**src/rtl/ps2_key_pkg.sv**
```systemverilog
`default_nettype none
// ============================================================================
// Module   : ps2_key_pkg
// Brief    : Shared constants, state encodings and helpers for the PS/2 key
//            decoder (byte codes, init/decode FSM states, default key map).
// Revision : 1.0  initial release
// ============================================================================
package ps2_key_pkg;

  // Host command and keyboard response bytes
  localparam logic [7:0] PS2_CMD_ENABLE = 8'hF4;
  localparam logic [7:0] PS2_ACK        = 8'hFA;
  localparam logic [7:0] PS2_BREAK      = 8'hF0;
  localparam logic [7:0] PS2_EXT        = 8'hE0;
  localparam logic [7:0] PS2_BAT        = 8'hAA;
  localparam logic [7:0] PS2_ECHO       = 8'hEE;
  localparam logic [7:0] PS2_RESEND     = 8'hFE;
  localparam logic [7:0] PS2_PAUSE      = 8'hE1;

  // Default key map, key i at [9*i+8:9*i], bit 8 marks an E0-extended code.
  // key0 left=E0 6B, key1 right=E0 74, key2 rotate=E0 75, key3 down=E0 72,
  // key4 drop=29
  localparam logic [44:0] PS2_DEFAULT_KEY_CODES =
      {9'h029, 9'h172, 9'h175, 9'h174, 9'h16B};

  // State encodings
  localparam int INIT_STATE_W = 3;
  localparam int DEC_STATE_W  = 2;

  typedef enum logic [INIT_STATE_W-1:0] {
    INIT_IDLE     = 3'd0,
    INIT_SEND     = 3'd1,
    INIT_WAIT_TX  = 3'd2,
    INIT_WAIT_ACK = 3'd3,
    INIT_READY    = 3'd4,
    INIT_ERR      = 3'd5
  } init_state_e;

  typedef enum logic [DEC_STATE_W-1:0] {
    D_IDLE    = 2'd0,
    D_EXT     = 2'd1,
    D_BRK     = 2'd2,
    D_EXT_BRK = 2'd3
  } dec_state_e;

  // Keyboard status/response bytes that carry no key information
  function automatic logic ps2_is_status(input logic [7:0] b);
    return (b == PS2_ACK) || (b == PS2_BAT) || (b == PS2_ECHO) ||
           (b == PS2_RESEND) || (b == PS2_PAUSE);
  endfunction

endpackage
`default_nettype wire

```
**src/rtl/ps2_key_repeat.sv**
```systemverilog
`default_nettype none
// ============================================================================
// Module   : ps2_key_repeat
// Brief    : Per-key typematic generator. Counts cycles while a key is held
//            and emits repeat ticks at REPEAT_DELAY, then every REPEAT_PERIOD.
//            Only built when PS2_KEY_REPEAT_EN is defined.
// Revision : 1.0  initial release
// ============================================================================
`ifdef PS2_KEY_REPEAT_EN
module ps2_key_repeat #(
  parameter int REPEAT_DELAY  = 25_000_000,
  parameter int REPEAT_PERIOD = 5_000_000
) (
  input  logic clk,
  input  logic rst,
  input  logic held,
  input  logic make,
  output logic repeat_tick
);

  localparam logic [24:0] c_delay = 25'(REPEAT_DELAY);
  localparam logic [24:0] c_wrap  = 25'(REPEAT_DELAY + REPEAT_PERIOD);

  logic [24:0] cnt_q, cnt_d;

  // Counter restarts on make; after the first repeat it folds back so the
  // DELAY+PERIOD point recurs every PERIOD cycles. Saturates at all-ones.
  always_comb begin
    cnt_d = cnt_q;
    if (make || !held) begin
      cnt_d = '0;
    end else if (cnt_q == c_wrap) begin
      cnt_d = c_delay + 25'd1;
    end else if (cnt_q != '1) begin
      cnt_d = cnt_q + 25'd1;
    end
  end

  // Counter register
  always_ff @(posedge clk) begin
    if (rst) cnt_q <= '0;
    else     cnt_q <= cnt_d;
  end

  assign repeat_tick = held && ((cnt_q == c_delay) || (cnt_q == c_wrap));

endmodule
`endif
`default_nettype wire

```
**src/rtl/ps2_key_decoder.sv**
```systemverilog
`default_nettype none
// ============================================================================
// Module   : ps2_key_decoder
// Brief    : PS/2 keyboard front end. Enables the keyboard (F4 / FA ack with
//            retry and timeout) then decodes set-2 make/break/extended codes
//            into held/press/release per configured key.
//            Optional typematic repeat: define PS2_KEY_REPEAT_EN.
// Revision : 1.0  initial release
// ============================================================================
module ps2_key_decoder
  import ps2_key_pkg::*;
#(
  parameter int                    NUM_KEYS      = 5,
  parameter logic [NUM_KEYS*9-1:0] KEY_CODES     = (NUM_KEYS*9)'(PS2_DEFAULT_KEY_CODES),
  parameter int                    ACK_TIMEOUT   = 2_000_000,
  parameter int                    MAX_RETRIES   = 3,
  parameter int                    REPEAT_DELAY  = 25_000_000,
  parameter int                    REPEAT_PERIOD = 5_000_000
) (
  input  logic                clk,
  input  logic                rst,
  input  logic                ps2_rx_en,
  input  logic                rx_valid,
  input  logic [7:0]          rx_data,
  input  logic                tx_done,
  output logic                tx_stb,
  output logic [7:0]          tx_data,
  output logic                init_done,
  output logic                init_err,
  output logic [NUM_KEYS-1:0] key_held,
  output logic [NUM_KEYS-1:0] key_press,
  output logic [NUM_KEYS-1:0] key_release
);

  localparam int TW = (ACK_TIMEOUT < 2) ? 1 : $clog2(ACK_TIMEOUT + 1);
  localparam int RW = (MAX_RETRIES < 1) ? 1 : $clog2(MAX_RETRIES + 1);

  init_state_e         init_state_q, init_state_d;
  logic [RW-1:0]       retry_q, retry_d;
  logic [TW-1:0]       timer_q, timer_d;
  logic                tx_stb_q, tx_stb_d;
  logic [7:0]          tx_data_q, tx_data_d;
  logic                init_done_q, init_done_d;
  logic                init_err_q, init_err_d;

  dec_state_e          dec_state_q, dec_state_d;
  logic [NUM_KEYS-1:0] key_held_q, key_held_d;
  logic [NUM_KEYS-1:0] key_press_q, key_press_d;
  logic [NUM_KEYS-1:0] key_release_q, key_release_d;

  // Keyboard enable handshake: send F4, wait for FA, resend on error/timeout
  always_comb begin
    init_state_d = init_state_q;
    retry_d      = retry_q;
    timer_d      = '0;
    case (init_state_q)
      INIT_IDLE:    if (ps2_rx_en) init_state_d = INIT_SEND;
      INIT_SEND:    init_state_d = INIT_WAIT_TX;
      INIT_WAIT_TX: if (tx_done) init_state_d = INIT_WAIT_ACK;
      INIT_WAIT_ACK: begin
        timer_d = timer_q + 1'b1;
        if (rx_valid && (rx_data == PS2_ACK)) begin
          init_state_d = INIT_READY;
        end else if (rx_valid || (timer_q == TW'(ACK_TIMEOUT - 1))) begin
          if (retry_q < RW'(MAX_RETRIES)) begin
            retry_d      = retry_q + 1'b1;
            init_state_d = INIT_SEND;
          end else begin
            init_state_d = INIT_ERR;
          end
        end
      end
      default: ;
    endcase
    tx_stb_d    = (init_state_d == INIT_SEND);
    tx_data_d   = tx_stb_d ? PS2_CMD_ENABLE : tx_data_q;
    init_done_d = (init_state_d == INIT_READY);
    init_err_d  = (init_state_d == INIT_ERR);
  end

  logic       resolve;
  logic       is_break;
  logic [8:0] code;

  // Scan-code prefix tracking and per-key held/press/release update
  always_comb begin
    dec_state_d   = dec_state_q;
    key_held_d    = key_held_q;
    key_press_d   = '0;
    key_release_d = '0;
    resolve       = 1'b0;
    is_break      = 1'b0;
    code          = {1'b0, rx_data};
    if (init_done_q && rx_valid) begin
      case (dec_state_q)
        D_IDLE: begin
          if (rx_data == PS2_EXT)        dec_state_d = D_EXT;
          else if (rx_data == PS2_BREAK) dec_state_d = D_BRK;
          else if (!ps2_is_status(rx_data)) resolve = 1'b1;
        end
        D_EXT: begin
          if (rx_data == PS2_BREAK) begin
            dec_state_d = D_EXT_BRK;
          end else begin
            resolve     = 1'b1;
            code        = {1'b1, rx_data};
            dec_state_d = D_IDLE;
          end
        end
        D_BRK: begin
          resolve     = 1'b1;
          is_break    = 1'b1;
          dec_state_d = D_IDLE;
        end
        default: begin
          resolve     = 1'b1;
          is_break    = 1'b1;
          code        = {1'b1, rx_data};
          dec_state_d = D_IDLE;
        end
      endcase
    end
    for (int i = 0; i < NUM_KEYS; i++) begin
      if (resolve && (code == KEY_CODES[9*i +: 9])) begin
        if (is_break) begin
          if (key_held_q[i]) begin
            key_held_d[i]    = 1'b0;
            key_release_d[i] = 1'b1;
          end
        end else if (!key_held_q[i]) begin
          key_held_d[i]  = 1'b1;
          key_press_d[i] = 1'b1;
        end
      end
    end
  end

  // State and registered outputs
  always_ff @(posedge clk) begin
    if (rst) begin
      init_state_q  <= INIT_IDLE;
      retry_q       <= '0;
      timer_q       <= '0;
      tx_stb_q      <= 1'b0;
      tx_data_q     <= 8'h00;
      init_done_q   <= 1'b0;
      init_err_q    <= 1'b0;
      dec_state_q   <= D_IDLE;
      key_held_q    <= '0;
      key_press_q   <= '0;
      key_release_q <= '0;
    end else begin
      init_state_q  <= init_state_d;
      retry_q       <= retry_d;
      timer_q       <= timer_d;
      tx_stb_q      <= tx_stb_d;
      tx_data_q     <= tx_data_d;
      init_done_q   <= init_done_d;
      init_err_q    <= init_err_d;
      dec_state_q   <= dec_state_d;
      key_held_q    <= key_held_d;
      key_press_q   <= key_press_d;
      key_release_q <= key_release_d;
    end
  end

  assign tx_stb      = tx_stb_q;
  assign tx_data     = tx_data_q;
  assign init_done   = init_done_q;
  assign init_err    = init_err_q;
  assign key_held    = key_held_q;
  assign key_release = key_release_q;

`ifdef PS2_KEY_REPEAT_EN
  logic [NUM_KEYS-1:0] rep_tick;

  for (genvar gi = 0; gi < NUM_KEYS; gi++) begin : g_repeat
    ps2_key_repeat #(
      .REPEAT_DELAY  (REPEAT_DELAY),
      .REPEAT_PERIOD (REPEAT_PERIOD)
    ) u_repeat (
      .clk         (clk),
      .rst         (rst),
      .held        (key_held_q[gi]),
      .make        (key_press_d[gi]),
      .repeat_tick (rep_tick[gi])
    );
  end : g_repeat

  assign key_press = key_press_q | rep_tick;
`else
  logic unused_repeat_params;
  assign unused_repeat_params = ^{REPEAT_DELAY[0], REPEAT_PERIOD[0]};
  assign key_press = key_press_q;
`endif

endmodule
`default_nettype wire

```
**config.mk**
```make
export PLATFORM = sky130hd
export DESIGN_NAME = ps2_key_decoder
export DESIGN_NICKNAME = d
export VERILOG_FILES = /design/src/rtl/ps2_key_pkg.sv /design/src/rtl/ps2_key_repeat.sv /design/src/rtl/ps2_key_decoder.sv
export SDC_FILE = /design/constraint.sdc
export NUM_CORES = 1
export LEC_CHECK = 0
export ABC_AREA = 0
export CORE_ASPECT_RATIO = 2
export CORE_MARGIN = 4
export CORE_UTILIZATION = 50
export DETAILED_ROUTE_END_ITERATION = 8
export GPL_TIMING_DRIVEN = 0
export HOLD_SLACK_MARGIN = 0.08
export PLACE_DENSITY_LB_ADDON = 0.12
export SLEW_MARGIN = 20
export SYNTH_ARGS = -nofsm -noshare
export SYNTH_HDL_FRONTEND = slang
export SYNTH_SLANG_ARGS = --single-unit
export TNS_END_PERCENT = 30
```
**constraint.sdc**
```tcl
create_clock -name clk -period 2 [get_ports clk]
set_input_delay 0.4 -clock clk [delete_from_list [all_inputs] [get_ports clk]]
set_output_delay 0.4 -clock clk [all_outputs]
set_load 0.01 [all_outputs]
```
==> results of run 1 <==
layout by cell type (no fill, tap or decap), types with 3 or more instances in the layout:
master	Yosys	layout
xor2_1	13	13
inv_1	8	8
clkbuf_1	2	3
and3_1	8	8
clkdlybuf4s50_1	0	30
nor4_1	5	5
nor2_1	32	32
mux2i_1	5	5
buf_4	7	7
nand2b_1	4	4
nand4_1	5	5
clkbuf_8	1	6
nand3_1	14	14
dlymetal6s2s_1	1	4
a21oi_1	8	7
xnor2_1	5	5
nor3_1	10	9
and4_1	3	3
nand2_1	15	15
conb_1	1	3
dfxtp_1	47	47
final timing paths:
path,to,slack [ps],start,cells after the start
worst max register to register,tx_data[2],190,timer_q[0],6
worst max-delay path,dec_state_q[0],100,rx_data[2],6
worst min register to register,key_press[0],460,key_held[0],1
worst min-delay path,key_held[0],330,rst,2
critical path, stage by stage:
cell and delay (ps):
dlygate4sd2_1 300, nand4b_1 210, or2_1 260, or4_1 390, or4_4 430, a21oi_2 150
where the power goes:
| part | switching [mW] | leakage (nW) | internal (mW) |
|---|---|---|---|
| Combinational | 0.0623 | 0.525 | 0.0854 |
| Clock | 0.310 | 0.0654 | 0.499 |
| Sequential | 0.0108 | 0.379 | 0.945 |
metrics by stage:
stage | std cells | hold WS, ps | utilization
final | 317 | 329 | 0.674
after detailed placement | 309 | 450 | 0.627
after global placement | 309 | 450 | 0.627
after CTS | 317 | 317 | 0.666
after floorplan | 224 | 430 | -
after global routing | 317 | 327 | 0.674
registers in the layout (all words and copies together), names as in the netlist:
name,flops
init_err,1
key_press,5
init_done,1
init_state_q,3
key_release,5
key_held,5
tx_stb,1
tx_data,1
timer_q,21
dec_state_q,2
retry_q,2
what timing repair did:
action | CTS | global route
endpoints found under the setup margin | 5 | 5
resized for setup | 4 | 9
pin swaps | 0 | 3
per-layer routing:
layer | vias up | global-route usage
met5 | - | 0
met4 | 0 | 0.104
met3 | 12 | 0.0323
met2 | 45 | 0.330
met1 | 779 | 0.172
li1 | 846 | -
cell usage after synthesis:
cell type / n / area (um^2)
a211oi_1: 1 / 7.51
a21bo_2: 1 / 10.0
a21o_1: 1 / 7.51
a21oi_1: 8 / 40.0
a2bb2oi_1: 1 / 8.76
a32o_1: 1 / 10.0
and3_1: 8 / 50.1
and3b_1: 2 / 17.5
and4_1: 3 / 26.3
buf_4: 7 / 52.6
clkbuf_1: 2 / 7.51
clkbuf_8: 1 / 13.8
conb_1: 1 / 3.75
dfxtp_1: 47 / 941
dlymetal6s2s_1: 1 / 12.5
ha_1: 2 / 25.0
inv_1: 8 / 30.0
mux2i_1: 5 / 50.1
nand2_1: 15 / 56.3
nand2b_1: 4 / 25.0
nand3_1: 14 / 70.1
nand4_1: 5 / 31.3
nand4b_1: 1 / 8.76
nor2_1: 32 / 120
nor3_1: 10 / 50.1
nor3_2: 1 / 10.0
nor3b_1: 3 / 22.5
nor4_1: 5 / 31.3
nor4b_1: 2 / 17.5
nor4bb_1: 1 / 10.0
o211ai_1: 1 / 7.51
o21ai_0: 2 / 10.0
o32ai_1: 1 / 8.76
or2_1: 1 / 6.26
or2_2: 1 / 6.26
or3_1: 2 / 12.5
or3b_2: 1 / 8.76
or4_1: 2 / 15.0
xnor2_1: 5 / 43.8
xor2_1: 13 / 114
logic make-up (layout without fill, tap and decap cells):
| family | count (synthesis) | in the layout |
|---|---|---|
| AOI/OAI and AO/OA | 17 | 17 |
| adders and majority gates | 2 | 2 |
| other | 1 | 3 |
| xor gates and xnor gates | 18 | 18 |
| muxes | 5 | 5 |
| DFF | 47 | 47 |
| and+or+nand+nor | 113 | 113 |
| buffers and inverters | 19 | 61 |
area by class of cell:
class	instances	share of cell area
buffer	11	0.0333
multi-input combinational	158	0.382
clock inverter	2	0.0232
clock buffer	6	0.0280
tap	51	0.0246
sequential	47	0.363
inverter	8	0.0116
timing repair buffer	34	0.134
==> impl_results.md, run 1 <==
- Outcome: finished, final reports clean
- Vias: roughly 1700
- Gpl congestion: roughly 0.84
- Die Area: 5140 um^2
- Clock Skews: ~10 ps
- DP Area: between 2000 and 2500 um^2
- Average size of a mapped cell: about 9.0 um^2
- Fillers: 343
- Vias per cell: roughly 5.3
- Initial core utilization: 0.520
- Clock sinks: 47
- Yosys reg bits: 47
- Hold Fails Final Rpt: 0
- Arrival @ worst endpoint: about 2100 ps
- Area of the multi-input gates: ~1000 um^2
- Max rail drop VDD: between 0.0007 and 0.0008 V
- Diodes inserted: 0
- Area delta synth->final: 29.5%
- Total negative slack: 0 ps
- WL met1: 1590 um
- Final Cycle Share: 0.951
- Antenna violations before repair: 0
- Tmin final: between 1500 and 2000 ps
- Overflow after GRT: 0
- Clk root buf: clkbuf_8
- Avg WL per Cell: ~14 um
- CTS tree: done
- Largest family of logic cells by synthesized area: simple AND/OR/NAND/NOR gates
- Netlist cell types: 40
- Worst setup path class: primary input to register
- RSZ-0062 raised after global routing: no
- Critical Path RT: around 2200 ps
- Slew at the pin with the worst max-slew slack: 803 ps
- Leakage Power: between 0.9 and 1 nW
- Final worst slack: roughly 98 ps
- Num CTS Buffers: 5
- Finish-stage setup viols: 0
- DRT iter0 DRCs: 33
- Post-Synthesis Cells: 222
- Clock transition at path regs: 90 ps
- H-tree levels: 2
- CP startpoint kind: primary input
- # rows: 32
- Drt pass-1 iters: 4
- Clk buf depth: 2
- Drt drc: 0
- Synth warnings: 0
- Final Cell Area: about 2600 um^2
- Multiplexer area fraction after synthesis: 0.0250
- Hpwl dp: 3220 um
- WL met3: roughly 180 um
- Nets: 280
- Worst min-delay path category: primary input to register
- Core box area: 3840 um^2
- Number of max-cap violations: 0
- Die W: 52.7 um
- Layout cells sized above 1: 0.0940
- Rel. slew slack: 0.461
- Total GRT Usage: 0.179
- Synth Area in Simple Gates: 0.298
- Number of buffers inserted by hold repair at cts: 0
- Antenna-violating nets left: 0
- Clock latency on the worst-skew pair: about 300 ps
- Synth Area in XOR/XNOR: 0.0788
- Post-synthesis compound-gate area fraction: 0.0551
- Die H: about 100 um
- # IOs: 39
- Vias in the first global route: roughly 1600
- Post-CTS setup buffers: 0
- DP Worst Slack: -408 ps
- Crit path capture type: register
- Critical path fanouts, max: 4
- Fmax: ~0.53 GHz
- Met2 wire length: 2420 um
- Pwr Density: 738 nW/um^2
- Top layer in use: met4
- Total chip power: 1.91 mW
- Largest net degree at the start of global routing: 15
- Fin. max-slew vios: 0
- FF/Latch Area: around 940 um^2
- Post-synthesis instance area: ~2000 um^2
- Post-synthesis sequential area ratio: 0.471
- Final WL: between 4000 and 5000 um
- Post-Synth Adder-Cell Area: 0.0125
- First-pass GRT wire length: ~7100 um
- IO Port Bufs: 34
No activity file was read; power rests on OpenSTA's default activity.
==> run 2: changes to the inputs <==
Settings changed: CORE_UTILIZATION 50 to 33.
==> impl_results.md, run 2 (synthesis results as in run 1) <==
- H-tree levels: 2
- RSZ-0062 raised after global routing: yes
- Hold Fails Final Rpt: 0
- Crit path capture type: register
- Antenna violations before repair: 0
- Reg2reg start: timer_q[0]
- First-pass GRT wire length: between 7000 and 8000 um
- Total GRT Usage: 0.129
- Finish-stage setup viols: 0
- Final worst slack: ~93 ps
- Clk root buf: clkbuf_16
- Antenna-violating nets left: 0
- Avg WL per Cell: 13.2 um
- Fmax: approximately 0.52 GHz
- Clk buf depth: 2
- Slew at the pin with the worst max-slew slack: 492 ps
- Slowest-stage cell, CP: or4_1
- Worst Setup SP: rx_data[2]
- CP startpoint kind: primary input
- Final Cycle Share: 0.954
- Hpwl dp: between 3000 and 4000 um
- Core box area: roughly 5800 um^2
- Finished Core Util: 0.459
- Area delta synth->final: 33.4%
- Rel. slew slack: 0.670
- Number of buffers inserted by hold repair at cts: 0
- Clock transition at path regs: 60 ps
- Max incr delay on CP: roughly 400 ps
- Share of total power in sequential cells: 0.489
- Largest net degree at the start of global routing: 16
- Pwr Density: roughly 730 nW/um^2
- Die W: approximately 63 um
- Fin. max-slew vios: 0
- Max reg flops: 21
- Die Area: ~7400 um^2
- DRT iter0 DRCs: 67
- Number of max-cap violations: 0
- Final WL: between 4000 and 5000 um
- Commonest non-fill, non-tap cells in the layout: 47 x dfxtp_1, 32 x nor2_1, 30 x clkdlybuf4s50_1, 15 x nand2_1, 14 x nand3_1
- Critical path fanouts, max: 4
- Arrival @ worst endpoint: roughly 2100 ps
- Hold_sp: rst
- Gpl congestion: about 0.85
- IO Port Bufs: 34
- Drt drc: 0
- Net Switching: between 400 and 500 uW
- Max rail drop VDD: around 0.00053 V
- CTS tree: done
- Drt pass-1 iters: 5
- Switching Share: 0.215
- Worst R2R Path Depth: 6
- Most common cell after layout, fill and taps aside: dfxtp_1
- Comb pwr share: 0.078
- Tmin final: about 1900 ps
- Clock latency on the worst-skew pair: 290 ps
- Worst r2r dst: tx_data[2]
- Overflow after GRT: 0
- Cell Int Power: ~1.5 mW
- Nets: 282
- Clock Skews: between 6 and 7 ps
- Worst path most repeated cell: or4_1
- Leakage Power: 0.987 nW
- Die H: approximately 120 um
- # IOs: 39
- Worst setup path class: primary input to register
- Clk pwr share: 0.432
- Worst setup path endpoint: dec_state_q[0]
- Largest Register: timer_q
- Vias per cell: around 5.1
- Clock sinks: 47
- Num CTS Buffers: 5
- Vias in the first global route: 1690
- Cell Chain, Critical Path: dlygate4sd2_1 > nand4b_1 > or2_1 > or4_1 > or4_1 > a21oi_1
- Diodes inserted: 0
- DP Worst Slack: -467 ps
- Layout cells sized above 1: 0.116
- Critical Path RT: 2220 ps
- R2r setup slk: around 180 ps
- Initial core utilization: 0.344
- Vias: roughly 1700
- # rows: 39
- Outcome: finished, final reports clean
- Worst min-delay path category: primary input to register
run 2: cell count changes in the layout (fill, tap and decap cells not counted), moves of 2 or more:
| cell | previous run | this run |
|---|---|---|
| buf_4 | 7 | 9 |
| nor3_1 | 9 | 6 |
| clkbuf_8 | 6 | 2 |
| nor3_2 | 1 | 4 |
| bufinv_16 | 2 | 0 |
| clkbuf_16 | 0 | 5 |
run 2: metrics by stage:
stage / setup TNS (ps) / cells / cell area [um^2] / power [mW] / hold slack [ps]
floorplan: 0 / 224 / 2010 / 1.05 / 430
global placement: -2650 / 319 / 2420 / 1.12 / 449
detailed placement: -2520 / 319 / 2420 / 1.13 / 457
CTS: -31.3 / 328 / 2610 / 1.98 / 353
global route: -37.1 / 329 / 2670 / 2.04 / 352
finish: 0 / 329 / 2670 / 1.95 / 351
run 2: how the worst min path moves through the flow:
stage | endpoint | cells past startpoint | slack, ps
floorplan | timer_q[0] | 1 | 430
global placement | timer_q[0] | 1 | 450
detailed placement | key_press[0] | 1 | 460
CTS | key_held[0] | 2 | 350
global route | key_held[0] | 2 | 350
finish | key_held[0] | 2 | 350
run 2: layout make-up:
class,count,area [um^2]
inverter,8,30.0
fill,577,3140
clock inverter,2,16.3
timing repair buffer,36,358
clock buffer,6,139
sequential,47,941
multi-input combinational,158,1020
buffer,11,86.3
tap,61,76.3
run 2: power groups by stage:
stage	sequential (mW)	combinational [mW]	clock, mW
6_report	0.956	0.153	0.844
5_1_grt	0.956	0.167	0.913
4_1_cts	0.956	0.150	0.870
3_5_place_dp	0.977	0.148	0
3_3_place_gp	0.977	0.148	0
2_1_floorplan	0.978	0.0690	0
run 2: worst max-delay path, delay by kind of cell:
kind / cells / cell delay (ps)
buffers and inverters: 1 / 290
AOI/OAI and AO/OA: 1 / 140
and+or+nand+nor: 4 / 1290
run 2: repair_timing:
| item | 4_1_cts | 5_1_grt |
|---|---|---|
| pin swaps | 1 | 5 |
| setup endpoints to repair | 10 | 11 |
| setup buffers | 1 | 1 |
| resized for setup | 7 | 10 |
run 2: layer usage:
layer	global-route usage	part of all wire	up-vias
met1	0.131	0.36	769
met5	0	0	-
li1	-	-	850
met3	0.0287	0.040	6
met2	0.246	0.58	40
met4	0.0539	0.018	0
==> run 3: changes to the inputs <==
Settings changed: PLACE_DENSITY set to 0.55, PLACE_DENSITY_LB_ADDON 0.12 to not set.
==> impl_results.md, run 3 (synthesis results as in run 1) <==
- H-tree levels: 2
- Die W: approximately 63 um
- Antenna-violating nets left: 0
- CP startpoint kind: primary input
- Clock transition at path regs: 60 ps
- Worst min-delay path category: primary input to register
- Total GRT Usage: 0.131
- Final Cycle Share: 0.948
- Switching Share: 0.207
- Area delta synth->final: 33.2%
- Most common cell after layout, fill and taps aside: dfxtp_1
- Clock latency on the worst-skew pair: 290 ps
- Final worst slack: about 100 ps
- Hold Fails Final Rpt: 0
- Tmin final: ~1900 ps
- Critical Path RT: between 2000 and 2500 ps
- Overflow after GRT: 0
- Crit path buffers/inverters: 1
- Vias per cell: a little over 5
- # IOs: 39
- Die H: 118 um
- Arrival @ worst endpoint: around 2100 ps
- Outcome: finished, final reports clean
- Max incr delay on CP: ~430 ps
- Finish-stage setup viols: 0
- Nets: 280
- DP Area: roughly 2400 um^2
- Comb pwr share: 0.073
- Largest Register: timer_q
- Finished Core Util: 0.459
- Worst R2R Path Depth: 6
- Number of max-cap violations: 0
- Pwr Density: 768 nW/um^2
- Worst setup path class: primary input to register
- Clock Skews: approximately 6.7 ps
- IO Port Bufs: 34
- Total negative slack: 0 ps
- CTS tree: done
- Gpl congestion: around 0.78
- Critical path fanouts, max: 4
- DP Worst Slack: -403 ps
- Core box area: approximately 5800 um^2
- Antenna violations before repair: 0
- Hpwl dp: between 3000 and 4000 um
- Clk root buf: clkbuf_16
- Num CTS Buffers: 5
- Hold_sp: rst
- Clk pwr share: 0.459
- Final Cell Area: 2660 um^2
- Fmax: about 0.53 GHz
- Drt pass-1 iters: 4
- Vias: roughly 1700
- Diodes inserted: 0
- Fin. max-slew vios: 0
- First-pass GRT wire length: between 7000 and 8000 um
- Max reg flops: 21
- Cell Chain, Critical Path: dlygate4sd2_1 > nand4b_1 > or2_1 > or4_1 > or4_4 > a21oi_2
- Slowest-stage cell, CP: or4_4
- DRT iter0 DRCs: 65
- Worst Setup SP: rx_data[2]
- Crit path depth: 6
- # rows: 39
- Cell Int Power: roughly 1.6 mW
- Max rail drop VDD: 0.000355 V
- Final WL: between 4000 and 5000 um
- Die Area: 7440 um^2
- Clock sinks: between 40 and 50
- Drt drc: 0
- Crit path capture type: register
- Delay-heaviest family, CP: simple AND/OR/NAND/NOR gates
- Layout cells sized above 1: 0.109
- Leakage Power: 0.994 nW
- RSZ-0062 raised after global routing: yes
- Clk buf depth: 2
- Initial core utilization: 0.344
- Largest net degree at the start of global routing: 16
- Avg WL per Cell: around 14 um
- Net Switching: roughly 420 uW
- Reg2reg start: timer_q[0]
- Commonest non-fill, non-tap cells in the layout: 47 x dfxtp_1, 32 x nor2_1, 30 x clkdlybuf4s50_1, 15 x nand2_1, 14 x nand3_1
- Fillers: ~580
- Slew at the pin with the worst max-slew slack: 547 ps
- Rel. slew slack: 0.633
- Vias in the first global route: approximately 1700
- Hold depth: 2
- Share of total power in sequential cells: 0.468
## run 3: cell type report
type / count / area [um^2] / area share
Multi-Input combinational cell: 158 / 1020 / 0.382
Sequential cell: 47 / 941 / 0.353
Timing Repair Buffer: 34 / 343 / 0.129
Clock buffer: 5 / 125 / 0.0470
Buffer: 11 / 86.3 / 0.0324
Tap cell: 61 / 76.3 / 0.0287
Clock inverter: 3 / 43.8 / 0.0164
Inverter: 8 / 30.0 / 0.0113
## run 3: worst register-to-register path, cell delays in order (launching register included)
cell	delay, ps
dfxtp_1	370
ha_1	210
nand2_1	100
nor3_4	360
a32o_2	350
a21oi_1	130
o32ai_1	230
## run 3: worst paths after layout
kind,slack [ps],end
worst max register to register,170,tx_data[2]
worst min-delay path,360,key_held[0]
worst max-delay path,100,dec_state_q[0]
worst min register to register,450,key_press[0]
## run 3: power groups by stage
stage / Combinational, mW / Sequential (mW) / Clock (mW)
after floorplan: 0.0690 / 0.978 / 0
final: 0.150 / 0.957 / 0.938
after detailed placement: 0.147 / 0.978 / 0
after CTS: 0.147 / 0.956 / 0.968
after global placement: 0.147 / 0.978 / 0
after global routing: 0.160 / 0.957 / 1.01
## run 3: repair_timing
action                                  CTS  global route
hold buffers                              0             0
gates resized for setup                   5            13
setup buffers                             0             0
endpoints found under the setup margin    7            13
pin swaps                                 0             1
## run 3: metal layers
layer	up-vias	wire length, um	global-route usage
li1	844	-	-
met1	784	1650	0.123
met2	43	2590	0.246
met3	14	191	0.0334
met4	0	193	0.0747
met5	-	0	0
## run 3: through the flow
| stage | power (mW) | std cells | hold slack [ps] |
|---|---|---|---|
| final | 2.04 | 327 | 359 |
| after global routing | 2.12 | 327 | 357 |
| after detailed placement | 1.12 | 319 | 454 |
| after global placement | 1.12 | 319 | 443 |
| after CTS | 2.07 | 327 | 349 |
| after floorplan | 1.05 | 224 | 430 |
